**src/rtl/hazard_stall_ctrl_pkg.sv**
```systemverilog
`default_nettype none
// ============================================================================
//  Module      : pipe_ctrl_pkg
//  Description : Shared types for the pipeline stall/flush sequencer:
//                sequencer state, per-cycle hazard decision, and the
//                per-stage {en, flush} control pair with its common values.
//  Ports       : none (package)
//  Revision    : 1.0  initial release
// ============================================================================
package pipe_ctrl_pkg;

  // Memory-wait sequencer state.
  typedef enum logic [0:0] {
    RUN  = 1'b0,
    WAIT = 1'b1
  } ctrl_state_e;

  // Winning hazard class for the current cycle, after priority resolution.
  typedef enum logic [1:0] {
    HZ_NORMAL   = 2'd0,
    HZ_LOADUSE  = 2'd1,
    HZ_REDIRECT = 2'd2,
    HZ_MEMWAIT  = 2'd3
  } hz_mode_e;

  // Control pair for one pipeline register: write enable and clear-to-NOP.
  typedef struct packed {
    logic en;
    logic flush;
  } stage_ctrl_t;

  localparam stage_ctrl_t c_STAGE_RUN    = '{en: 1'b1, flush: 1'b0};
  localparam stage_ctrl_t c_STAGE_HOLD   = '{en: 1'b0, flush: 1'b0};
  localparam stage_ctrl_t c_STAGE_SQUASH = '{en: 1'b1, flush: 1'b1};
  localparam stage_ctrl_t c_STAGE_RESET  = '{en: 1'b0, flush: 1'b1};

endpackage : pipe_ctrl_pkg
`default_nettype wire

```
**src/rtl/hazard_stall_ctrl_sat_counter.sv**
```systemverilog
`default_nettype none
// ============================================================================
//  Module      : sat_counter
//  Description : W-bit up counter that sticks at all-ones instead of
//                wrapping. Synchronous active-high reset to zero.
//  Ports       : clk  in   clock
//                rst  in   synchronous reset, active-high
//                inc  in   count enable (one step per cycle)
//                q    out  W  current count
//  Revision    : 1.0  initial release
// ============================================================================
module sat_counter #(
  parameter int unsigned W = 32
) (
  input  logic         clk,
  input  logic         rst,
  input  logic         inc,
  output logic [W-1:0] q
);

  logic [W-1:0] r_q;

  always_ff @(posedge clk) begin
    if (rst) begin
      r_q <= '0;
    end else if (inc && (r_q != '1)) begin
      r_q <= r_q + W'(1);
    end
  end

  assign q = r_q;

endmodule : sat_counter
`default_nettype wire

```
**src/rtl/hazard_stall_ctrl.sv**
```systemverilog
`default_nettype none
// ============================================================================
//  Module      : hazard_stall_ctrl
//  Description : Central stall/flush sequencer for the 5-stage pipeline.
//                Resolves data-memory wait, EX redirect and load-use hazards
//                (in that priority), tracks memory waits with a timeout
//                detector, and keeps saturating performance counters.
//  Ports       : clk, rst                         clock, sync active-high reset
//                id_rs1, id_rs2, id_rs*_used      ID-stage source operands
//                idex_rd, idex_memrd              ID/EX destination / is-load
//                ex_redirect                      EX taken branch/JAL/JALR
//                exmem_mem_req, mem_ready         data-memory handshake
//                pc_en, pc_sel_redirect           PC control
//                ifid_en/flush, idex_en/flush     stage register controls
//                exmem_en, memwb_bubble           stage register controls
//                mem_timeout_err                  sticky memory-wait timeout
//                stall_cnt, flush_cnt, loaduse_cnt  saturating perf counters
//  Revision    : 1.0  initial release
// ============================================================================
module hazard_stall_ctrl
  import pipe_ctrl_pkg::*;
#(
  parameter int unsigned REG_W   = 5,
  parameter int unsigned CNT_W   = 32,
  parameter int unsigned TO_W    = 8,
  parameter int unsigned TIMEOUT = 200
) (
  input  logic             clk,
  input  logic             rst,
  input  logic [REG_W-1:0] id_rs1,
  input  logic [REG_W-1:0] id_rs2,
  input  logic             id_rs1_used,
  input  logic             id_rs2_used,
  input  logic [REG_W-1:0] idex_rd,
  input  logic             idex_memrd,
  input  logic             ex_redirect,
  input  logic             exmem_mem_req,
  input  logic             mem_ready,
  output logic             pc_en,
  output logic             pc_sel_redirect,
  output logic             ifid_en,
  output logic             idex_en,
  output logic             exmem_en,
  output logic             ifid_flush,
  output logic             idex_flush,
  output logic             memwb_bubble,
  output logic             mem_timeout_err,
  output logic [CNT_W-1:0] stall_cnt,
  output logic [CNT_W-1:0] flush_cnt,
  output logic [CNT_W-1:0] loaduse_cnt
);

  ctrl_state_e     r_state;
  ctrl_state_e     w_state_nxt;
  logic [TO_W-1:0] r_timer;
  logic [TO_W-1:0] w_timer_nxt;
  logic            r_err;
  logic            w_err_nxt;

  logic            w_load_use;
  logic            w_mem_wait;
  logic            w_to_hit;
  hz_mode_e        w_mode;

  // The PC reuses the stage pair: flush means "load the EX redirect target".
  stage_ctrl_t     w_pc;
  stage_ctrl_t     w_ifid;
  stage_ctrl_t     w_idex;
  logic            w_exmem_en;
  logic            w_memwb_bubble;

  // --------------------------------------------------------------------------
  // Hazard detection
  // --------------------------------------------------------------------------
  assign w_load_use = idex_memrd && (idex_rd != '0) &&
                      ((id_rs1_used && (id_rs1 == idex_rd)) ||
                       (id_rs2_used && (id_rs2 == idex_rd)));

  // While in WAIT the EX/MEM request is frozen by the stall itself, so only
  // mem_ready decides whether this cycle is still a wait cycle.
  assign w_mem_wait = (r_state == WAIT) ? !mem_ready
                                        : (exmem_mem_req && !mem_ready);

  // Timeout flag is visible in the very cycle the timer reaches TIMEOUT and
  // is held by r_err from the following cycle on.
  assign w_to_hit = (TIMEOUT != 0) && (r_state == WAIT) &&
                    (32'(r_timer) == TIMEOUT);

  always_comb begin
    w_mode = HZ_NORMAL;
    if (w_mem_wait) begin
      w_mode = HZ_MEMWAIT;
    end else if (ex_redirect) begin
      w_mode = HZ_REDIRECT;
    end else if (w_load_use) begin
      w_mode = HZ_LOADUSE;
    end
  end

  // --------------------------------------------------------------------------
  // Stage controls (combinational, same-cycle effect)
  // --------------------------------------------------------------------------
  always_comb begin
    w_pc           = c_STAGE_RUN;
    w_ifid         = c_STAGE_RUN;
    w_idex         = c_STAGE_RUN;
    w_exmem_en     = 1'b1;
    w_memwb_bubble = 1'b0;
    if (rst) begin
      w_pc           = c_STAGE_HOLD;
      w_ifid         = c_STAGE_RESET;
      w_idex         = c_STAGE_RESET;
      w_exmem_en     = 1'b0;
      w_memwb_bubble = 1'b1;
    end else begin
      case (w_mode)
        HZ_MEMWAIT: begin
          // Freeze everything; MEM/WB receives a bubble while EX/MEM waits.
          w_pc           = c_STAGE_HOLD;
          w_ifid         = c_STAGE_HOLD;
          w_idex         = c_STAGE_HOLD;
          w_exmem_en     = 1'b0;
          w_memwb_bubble = 1'b1;
        end
        HZ_REDIRECT: begin
          // Load target, squash the two younger instructions in IF/ID, ID/EX.
          w_pc   = c_STAGE_SQUASH;
          w_ifid = c_STAGE_SQUASH;
          w_idex = c_STAGE_SQUASH;
        end
        HZ_LOADUSE: begin
          // Hold PC and IF/ID, insert one bubble into ID/EX; the load
          // advances to MEM so the next cycle can forward its data.
          w_pc   = c_STAGE_HOLD;
          w_ifid = c_STAGE_HOLD;
          w_idex = c_STAGE_SQUASH;
        end
        default: begin
          w_pc = c_STAGE_RUN;
        end
      endcase
    end
  end

  assign pc_en           = w_pc.en;
  assign pc_sel_redirect = w_pc.flush;
  assign ifid_en         = w_ifid.en;
  assign ifid_flush      = w_ifid.flush;
  assign idex_en         = w_idex.en;
  assign idex_flush      = w_idex.flush;
  assign exmem_en        = w_exmem_en;
  assign memwb_bubble    = w_memwb_bubble;
  assign mem_timeout_err = r_err || w_to_hit;

  // --------------------------------------------------------------------------
  // Memory-wait FSM with timer and sticky timeout error
  // --------------------------------------------------------------------------
  always_comb begin
    w_state_nxt = r_state;
    w_timer_nxt = r_timer;
    w_err_nxt   = r_err || w_to_hit;
    case (r_state)
      RUN: begin
        if (w_mem_wait) begin
          w_state_nxt = WAIT;
          w_timer_nxt = TO_W'(1);
        end
      end
      WAIT: begin
        if (mem_ready) begin
          w_state_nxt = RUN;
          w_timer_nxt = '0;
        end else if (r_timer != '1) begin
          w_timer_nxt = r_timer + TO_W'(1);
        end
      end
      default: begin
        w_state_nxt = RUN;
        w_timer_nxt = '0;
      end
    endcase
  end

  always_ff @(posedge clk) begin
    if (rst) begin
      r_state <= RUN;
      r_timer <= '0;
      r_err   <= 1'b0;
    end else begin
      r_state <= w_state_nxt;
      r_timer <= w_timer_nxt;
      r_err   <= w_err_nxt;
    end
  end

  // --------------------------------------------------------------------------
  // Performance counters
  // --------------------------------------------------------------------------
  sat_counter #(.W(CNT_W)) u_stall_cnt (
    .clk (clk),
    .rst (rst),
    .inc ((w_mode == HZ_MEMWAIT) || (w_mode == HZ_LOADUSE)),
    .q   (stall_cnt)
  );

  sat_counter #(.W(CNT_W)) u_flush_cnt (
    .clk (clk),
    .rst (rst),
    .inc (w_mode == HZ_REDIRECT),
    .q   (flush_cnt)
  );

  sat_counter #(.W(CNT_W)) u_loaduse_cnt (
    .clk (clk),
    .rst (rst),
    .inc (w_mode == HZ_LOADUSE),
    .q   (loaduse_cnt)
  );

endmodule : hazard_stall_ctrl
`default_nettype wire

```
**config.mk**
```make
export PLATFORM = sky130hd
export DESIGN_NAME = hazard_stall_ctrl
export DESIGN_NICKNAME = d
export VERILOG_FILES = /design/src/rtl/hazard_stall_ctrl_pkg.sv /design/src/rtl/hazard_stall_ctrl_sat_counter.sv /design/src/rtl/hazard_stall_ctrl.sv
export SDC_FILE = /design/constraint.sdc
export NUM_CORES = 1
export LEC_CHECK = 0
export CORE_MARGIN = 1.5
export CORE_UTILIZATION = 45
export CTS_CLUSTER_SIZE = 16
export DETAILED_ROUTE_END_ITERATION = 16
export GPL_ROUTABILITY_DRIVEN = 0
export PLACE_DENSITY_LB_ADDON = 0.3
export SETUP_SLACK_MARGIN = 0.2
export SYNTH_ARGS = -nofsm -noshare
export SYNTH_HDL_FRONTEND = slang
export SYNTH_SLANG_ARGS = --single-unit
```
**constraint.sdc**
```tcl
create_clock -name clk -period 3.7 [get_ports clk]
set_input_delay 0.37 -clock clk [delete_from_list [all_inputs] [get_ports clk]]
set_output_delay 0.37 -clock clk [all_outputs]
set_load 0.005 [all_outputs]
```
==> impl_metrics.toml <==
[synthesis]
synth-seq-cells = 106
synth_edf_count = 0
ys_warn_count = 0
avgSynthCellArea_um2 = 8.30
syn-num-nets = 684
ys_seq_area_share_pct = 39.1
synthFlopType = "dfxtp_1"
netlist_instances = 654
synth_area_mm2 = 0.00543
synthArstFlopShare_pct = 0
ys_types = 58

[setup_path]
worst_r2r_path_depth = 10
slowest_stage = "or4_1"
r2r_start = "r_state$_SDFF_PP0_"
critPathArrivalTime_ps = 2960
criticalPathCategory = "in2out"
rrSetupSlack_ps = 1090
cpPeakStageDelay_ps = 560
start_kind = "input port"
required_ps = 3330
path_max_fanout = 4
path_cells = "clkdlybuf4s50_1 -> or4_1 -> o211ai_2 -> o21ai_1 -> ha_1 -> or2_2 -> clkdlybuf4s50_1"
r2r_end = "u_loaduse_cnt.q[31]$_SDFFE_PP0P_"
end_kind = "primary output"
crit_top_cell = "clkdlybuf4s50_1"

[job]
max_cap_violations = 0

[grt]
antenna_found_initial = 0
grt_max_degree = 39
grt_pass1_vias = 5094
track_usage_pct = 23.7
grt_pass1_wl_um = 24700
grt.overflow.total = 0

[route]
viasPerCell = 5.88
drt_wl_total_um = 14800
post-route-drc-count = 0
dr.pass1.iters = 5
vias = 5418
post_drt_wl_per_cell_um = 16.1
drt_iter0_markers = 382
antenna_left = 0

[floorplan]
dieArea_mm2 = 0.0127
row_count = 39
core_mm2 = 0.0116
io_pins = 128
initial_core_util_pct = 46.8
die_h_um = 113
die_x_um = 113

[sta]
hold_viol = 0
rsz0062_at_grt = "no"
skew_ps = 4.84
slew_headroom_pct = 40.5
post-route-min-period_ps = 3330
clock.fmax_mhz = 300
fin_setup_tns_ps = 0
fin_ws_ps = 368
period_share_pct = 90.0
tightest_slew_ps = 886
finalMaxSlewViolations = 0
setup_viol = 0

[clock_network]
worstSkewPairLatency_ps = 350
cts_tree = "yes"
cts.clk_slew.worst_paths_ps = 70
ctsHtreeMaxLevel = 3
ctsHoldBuffers = 0
clockBufferDepth = 2
clk_root_buffer_cell = "clkbuf_16"
numCtsBuffers = 9
cts_sinks = 106

[placed_design]
dpl.hpwl_um = 10800
portBuffers = 127
dp_slack_ps = 209

[min_path]
holdPathStages = 2
worstHoldStart = "rst"
min_to = "u_loaduse_cnt.q[10]$_SDFFE_PP0P_"
hold_class = "in2reg"

[pwr]
vdd_ir_drop_max_v = 0.000343
total_leakage_power_nw = 2.37
power.density_mw_per_mm2 = 320

[outcome]
status = "complete, no violations"

[finish]
syn_to_final_growth_pct = 31.2
drive_above_1_share_pct = 5.52
fin_nets = 804
antenna_cells = 0
cell usage in the layout (no fill, tap or decap), types with 2 or more instances in the layout:
master,n
nor4_1,9
and4b_1,2
inv_1,17
nand4_1,35
a21oi_1,44
clkinv_4,3
and4_1,13
clkbuf_16,9
mux2i_1,3
nand2_1,46
or4_1,13
and3_1,14
xnor2_1,38
clkdlybuf4s50_1,126
nor2b_1,2
or3_1,23
buf_4,11
o21ai_0,22
nand4b_1,2
and2_1,7
clkinv_2,2
nor2_1,81
nand3_1,42
dfxtp_1,106
o31ai_1,10
o41ai_1,2
nor3_1,15
nor3_2,2
xor2_1,33
nand4_2,3
o21ai_1,4
ha_1,7
a211oi_1,3
or2_2,4
sequential cells by signal, summed over array words and instances (netlist names):
signal           count
u_stall_cnt.q       32
r_state              1
r_timer              8
u_loaduse_cnt.q     32
u_flush_cnt.q       32
r_err                1
timing repair:
item / in CTS / in global routing
buffers inserted: 0 / 0
resized for setup: 0 / 1
endpoints found under the setup margin: 0 / 3
area by class of cell:
class,count,area [um2]
fillers,1049,4490
multi-input cells,503,3110
flip-flops and latches,106,2120
repair buffers,137,1340
clock buffers,10,239
well taps,143,179
clock inverters,6,66.3
inverters,17,63.8
power by group:
| part | total (mW) | switching, mW | leakage [nW] | internal [mW] |
|---|---|---|---|---|
| logic | 0.135 | 0.0698 | 1.36 | 0.0649 |
| registers | 1.15 | 0.00811 | 0.854 | 1.15 |
| clock network | 0.988 | 0.443 | 0.152 | 0.545 |
per-layer routing:
layer	wire length, um	GRT usage (%)	vias to the layer above	share of wire [%]
li1	-	-	2610	-
met1	6370	29.6	2615	43
met2	7320	40.7	176	49
met3	983	6.37	17	6.6
met4	171	6.17	0	1.2
met5	0	0	-	0
worst max path at each step:
stage | depth (start not counted) | from | slack [ps] | endpoint
after floorplan | 11 | idex_rd[1] | 890 | u_loaduse_cnt.q[31]$_SDFFE_PP0P_
after global placement | 7 | idex_rd[1] | 320 | idex_flush
after detailed placement | 12 | idex_rd[0] | 210 | u_loaduse_cnt.q[31]$_SDFFE_PP0P_
after CTS | 7 | idex_rd[1] | 270 | idex_flush
after global routing | 7 | idex_rd[1] | 260 | idex_flush
final | 7 | idex_rd[1] | 370 | idex_flush
logic make-up (layout without fill, tap and decap cells):
| logic type | Yosys count | count (layout) | share of synthesized area [%] |
|---|---|---|---|
| AND/OR/NAND/NOR | 319 | 319 | 31.8 |
| flip-flops | 106 | 106 | 39.1 |
| AO/OA/AOI/OAI | 102 | 102 | 11.7 |
| XOR/XNOR | 71 | 71 | 11.4 |
| buffers and inverters | 45 | 170 | 3.66 |
| adder cells (fa/ha/maj) | 7 | 7 | 1.61 |
| multiplexers | 4 | 4 | 0.760 |
Yosys cell counts (13+ instances only):
cell      count  share of area (%)
dfxtp_1     106                 39
o21ai_0      23                2.1
nand2_1      46                3.2
or4_1        13                1.8
nor3_1       15                1.4
and3_1       14                1.6
inv_1        17                1.2
xnor2_1      38                6.1
a21oi_1      44                4.1
clkbuf_1     17                1.2
or3_1        23                2.6
and4_1       13                2.1
nand4_1      35                4.0
nand3_1      42                3.9
nor2_1       81                5.6
xor2_1       33                5.3
worst max-delay path: cells and delay by family:
| family | cells | cell delay, ps |
|---|---|---|
| and+or+nand+nor | 2 | 850 |
| buffers and inverters | 2 | 920 |
| adders and majority gates | 1 | 350 |
| AOI/OAI and AO/OA | 2 | 470 |
per-stage QoR:
| step | utilization (%) | cells | hold slack, ps | power (mW) | cell area, um2 |
|---|---|---|---|---|---|
| floorplan | - | 654 | 477 | 1.24 | 5430 |
| global placement | 58.7 | 906 | 469 | 1.31 | 6820 |
| detailed placement | 58.7 | 906 | 487 | 1.31 | 6820 |
| CTS | 61.3 | 922 | 420 | 2.30 | 7120 |
| global route | 61.3 | 922 | 439 | 2.35 | 7120 |
| finish | 61.3 | 922 | 433 | 2.28 | 7120 |
Power figures use the tool's default switching activity.
